<file path="src/rtl/gcd_stream_engine.sv">
// Streaming binary-GCD (Stein) engine: one shift/subtract step per clock,
// valid/ready on both sides, returns the GCD, the RUN cycle count and a zero-operand flag.
module gcd_stream_engine #(
  parameter  int WIDTH = 8,
  localparam int CNT_W = $clog2(2*WIDTH)+1,
  localparam int K_W   = $clog2(WIDTH+1)
) (
  input  logic             clk,
  input  logic             reset,
  input  logic             in_valid,
  output logic             in_ready,
  input  logic [WIDTH-1:0] a_in,
  input  logic [WIDTH-1:0] b_in,
  output logic             out_valid,
  input  logic             out_ready,
  output logic [WIDTH-1:0] gcd,
  output logic [CNT_W-1:0] cycles,
  output logic             zero_in
);

  typedef enum logic [1:0] {S_IDLE, S_RUN, S_DONE} state_t;

  state_t           state, state_n;
  logic [WIDTH-1:0] a, a_n, b, b_n;
  logic [K_W-1:0]   k, k_n;
  logic [CNT_W-1:0] cnt, cnt_n, cnt_inc;
  logic [WIDTH-1:0] gcd_n;
  logic [CNT_W-1:0] cycles_n;
  logic             zero_n;

  assign cnt_inc = cnt + CNT_W'(1);

  // Result registers only change on DONE entry, so outputs hold through the next RUN.
  always_comb begin
    state_n  = state;
    a_n      = a;
    b_n      = b;
    k_n      = k;
    cnt_n    = cnt;
    gcd_n    = gcd;
    cycles_n = cycles;
    zero_n   = zero_in;
    case (state)
      S_IDLE: begin
        if (in_valid) begin
          a_n   = a_in;
          b_n   = b_in;
          k_n   = '0;
          cnt_n = '0;
          if (a_in == '0 || b_in == '0) begin
            gcd_n    = a_in | b_in;
            cycles_n = '0;
            zero_n   = 1'b1;
            state_n  = S_DONE;
          end else begin
            state_n = S_RUN;
          end
        end
      end
      S_RUN: begin
        cnt_n = cnt_inc;
        if (a == b) begin
          gcd_n    = a << k;
          cycles_n = cnt_inc;
          zero_n   = 1'b0;
          state_n  = S_DONE;
        end else if (!a[0] && !b[0]) begin
          a_n = a >> 1;
          b_n = b >> 1;
          k_n = k + K_W'(1);
        end else if (!a[0]) begin
          a_n = a >> 1;
        end else if (!b[0]) begin
          b_n = b >> 1;
        end else if (a > b) begin
          a_n = (a - b) >> 1;
        end else begin
          b_n = (b - a) >> 1;
        end
      end
      S_DONE: begin
        if (out_ready) state_n = S_IDLE;
      end
      default: state_n = S_IDLE;
    endcase
  end

  always_ff @(posedge clk or posedge reset) begin
    if (reset) begin
      state   <= S_IDLE;
      a       <= '0;
      b       <= '0;
      k       <= '0;
      cnt     <= '0;
      gcd     <= '0;
      cycles  <= '0;
      zero_in <= 1'b0;
    end else begin
      state   <= state_n;
      a       <= a_n;
      b       <= b_n;
      k       <= k_n;
      cnt     <= cnt_n;
      gcd     <= gcd_n;
      cycles  <= cycles_n;
      zero_in <= zero_n;
    end
  end

  assign in_ready  = (state == S_IDLE);
  assign out_valid = (state == S_DONE);

endmodule

</file>
<file path="config.mk">
export PLATFORM = sky130hd
export DESIGN_NAME = gcd_stream_engine
export DESIGN_NICKNAME = d
export VERILOG_FILES = /design/src/rtl/gcd_stream_engine.sv
export SDC_FILE = /design/constraint.sdc
export NUM_CORES = 1
export LEC_CHECK = 0
export ABC_AREA = 0
export BUFFER_PORTS_ARGS = -buffer_cell sky130_fd_sc_hd__buf_2
export CORE_ASPECT_RATIO = 1.25
export CORE_MARGIN = 2
export CORE_UTILIZATION = 35
export DETAILED_ROUTE_END_ITERATION = 8
export PLACE_DENSITY = 0.55
export SYNTH_ARGS = -nofsm -noshare
export SYNTH_HDL_FRONTEND = slang
export SYNTH_SLANG_ARGS = --single-unit
</file>
<file path="constraint.sdc">
create_clock -name clk -period 2.3 [get_ports clk]
set_input_delay 0.23 -clock clk [delete_from_list [all_inputs] [get_ports clk]]
set_output_delay 0.23 -clock clk [all_outputs]
set_load 0.1 [all_outputs]
</file>
==> metrics <==
status complete, no violations; CTS Hold Bufs 0; Required @ worst endpoint around 2500 ps; dominant cell type by area after synthesis dfrtp_1; synth warn 0; DIE WIDTH approximately 90 um; Pins Over Slew Limit 0; # nets final approximately 460; share of synthesized registers carrying an async set or reset between 90% and 100%; crit end category register; TritonCTS Sinks 41; Yosys cell types 54; Num CTS Buffers 5; largest net degree at the start of global routing between 40 and 50; Worst setup SP type register; RSZ-0062 raised after global routing false; CP Launch Point b[0]; htree depth 2; number of global-route vias before repair 2911; starting density of the core around 36%; r2r setup slk 100 ps; Clk Latency, worst-skew pair 300 ps; max_slew headroom a little under half; TritonCTS clock tree built; register area share after synthesis 33.24%; io pins 36; Setup CP Type register to register; Die Footprint between 9000 and 10000 um2; final period utilization a little over nine tenths; Port Buf Inserts 35; ranking of synthesized cells by area dfrtp_1, ha_1, nand2_1, o21ai_0, nor2_1; Max Clock Skew about 7.6 ps; GRT Overall Usage around a fifth; Worst EP arrival 2380 ps; die span in y ~110 um; drt first pass iters 5; Tightest Pin Transition ~820 ps; ys flop type dfrtp_1; row count 38; RD Place Congestion 0.8438; Synth top area share 33.24%; Seq cells post-synth 41; ANT nets after route 0; worst-path fanout max 6; post-DR wirelength/cell roughly 16 um; core region area ~8600 um2; Area Overhead vs Synth 21.77%; clock tree buffer depth 2; final std cells w/o fill 540; RR Startpoint b[0]; number of synthesized flops with an enable pin 0; min Tclk post-route ~2200 ps; GRT overflow 0; via count just under 3000; Vias/cell 5.383; Initial DRC Count ~190; CTS root buffer clkbuf_8; fmax approximately 0.45 GHz; Syn Area/Cell approximately 8.4 um2; synthesized area approximately 3000 um2; # diodes 0; setup TNS 0 ps; layout cells sized above 1 24.29%; commonest cells after routing, fill and taps aside nand2_1, dfrtp_1, buf_2; Final Setup Violations 0; placed cells 530; WL final 8836 um; leading cell type in the layout, fill and taps excluded nand2_1; Gate Count Post-Synth about 370; Hold Vio Cnt, Final 0; DP HPWL between 6000 and 7000 um; Worst-path clk slew 90 ps; HP Class primary input to asynchronous set/reset pin; DRC Markers 0; max_cap viols 0; global-route wire length before repair about 14000 um; initial antenna violation count 0; Mapped Nets between 400 and 500
[metrics by stage]
| step | utilization [%] | setup slack (ps) | hold slack (ps) | instance area [um2] |
|---|---|---|---|---|
| final | 43.68 | 101.1 | 53.98 | 3759 |
| after global routing | 43.68 | 1.838 | 132.9 | 3759 |
| after CTS | 42.72 | 20.85 | 80.26 | 3676 |
| after detailed placement | 41.07 | -54.13 | 411.5 | 3535 |
| after global placement | 41.07 | 7.167 | 403.5 | 3535 |
| after floorplan | - | 12.55 | 362.7 | 3120 |
[cell type report]
class,count,area [um2]
clock buffer,5,68.82
clock inverter,3,68.82
fill,863,4847
inverter,19,71.32
multi-input combinational,284,1938
sequential,41,1026
tap,120,150.1
timing repair buffer,68,435.4
[per-layer routing]
layer / vias up / share of wire [%] / global-route usage (%)
met5: - / 0 / 0
met4: 0 / 1.4 / 4.176
met3: 15 / 4.7 / 3.255
met2: 90 / 51 / 34.69
met1: 1386 / 43 / 23.81
li1: 1416 / - / -
[timing repair]
action / 4_1_cts / 5_1_grt
buffers inserted: 0 / 2
endpoints found under the setup margin: 7 / 13
gates resized for setup: 2 / 14
gates cloned: 0 / 0
pin swaps: 0 / 4
[flip-flops by register name, summed over array words and instances, names as in the netlist]
register and cells:
a 8, b 8, cnt 5, cycles 5, gcd 8, k 4
state 2, zero_in 1
[cells by family after synthesis]
kind of cell,count (synthesis),synth area share [%]
AO/OA/AOI/OAI,118,25.21
XOR/XNOR,11,3.121
adder cells (fa/ha/maj),22,9.404
buffers and inverters,44,6.972
flip-flops,41,33.24
multiplexers,12,4.418
AND/OR/NAND/NOR,121,17.63
[final timing paths]
path / cells past startpoint / end
worst max register to register: 8 / a[5]
min in group clk: 3 / a[7]
worst min-delay path: 3 / a[7]
worst max-delay path: 8 / a[5]
max in group asynchronous: 3 / gcd[3]
worst min register to register: 2 / cycles[2]
[cell usage after synthesis (3+ instances only)]
cell,instances
o31ai_1,13
nand2b_1,5
a21oi_1,18
buf_6,4
o21ai_2,3
inv_1,19
nand2_1,51
xnor2_1,7
a222oi_1,4
nand3_1,4
dfrtp_1,41
buf_2,10
a31oi_1,4
nor3_1,5
clkbuf_1,8
o21ai_0,34
xor2_1,4
mux2_2,3
a211oi_1,6
o22ai_1,4
o21ai_1,8
nor2_1,35
nor4_1,4
nor2b_1,5
ha_1,20
mux2i_1,8
o21a_1,5
[worst max-delay path, cell delays in order, from the launching register on]
cell      delay (ps)
dfrtp_1          430
inv_1            120
ha_1             290
and4b_1          300
nand2_1          110
o221a_4          150
and3_2           260
a222oi_1         310
o21ai_1          100
Power is left out: the tool's default activity adds up to more than one toggle a clock period on the data nets, which glitch-free logic cannot reach.
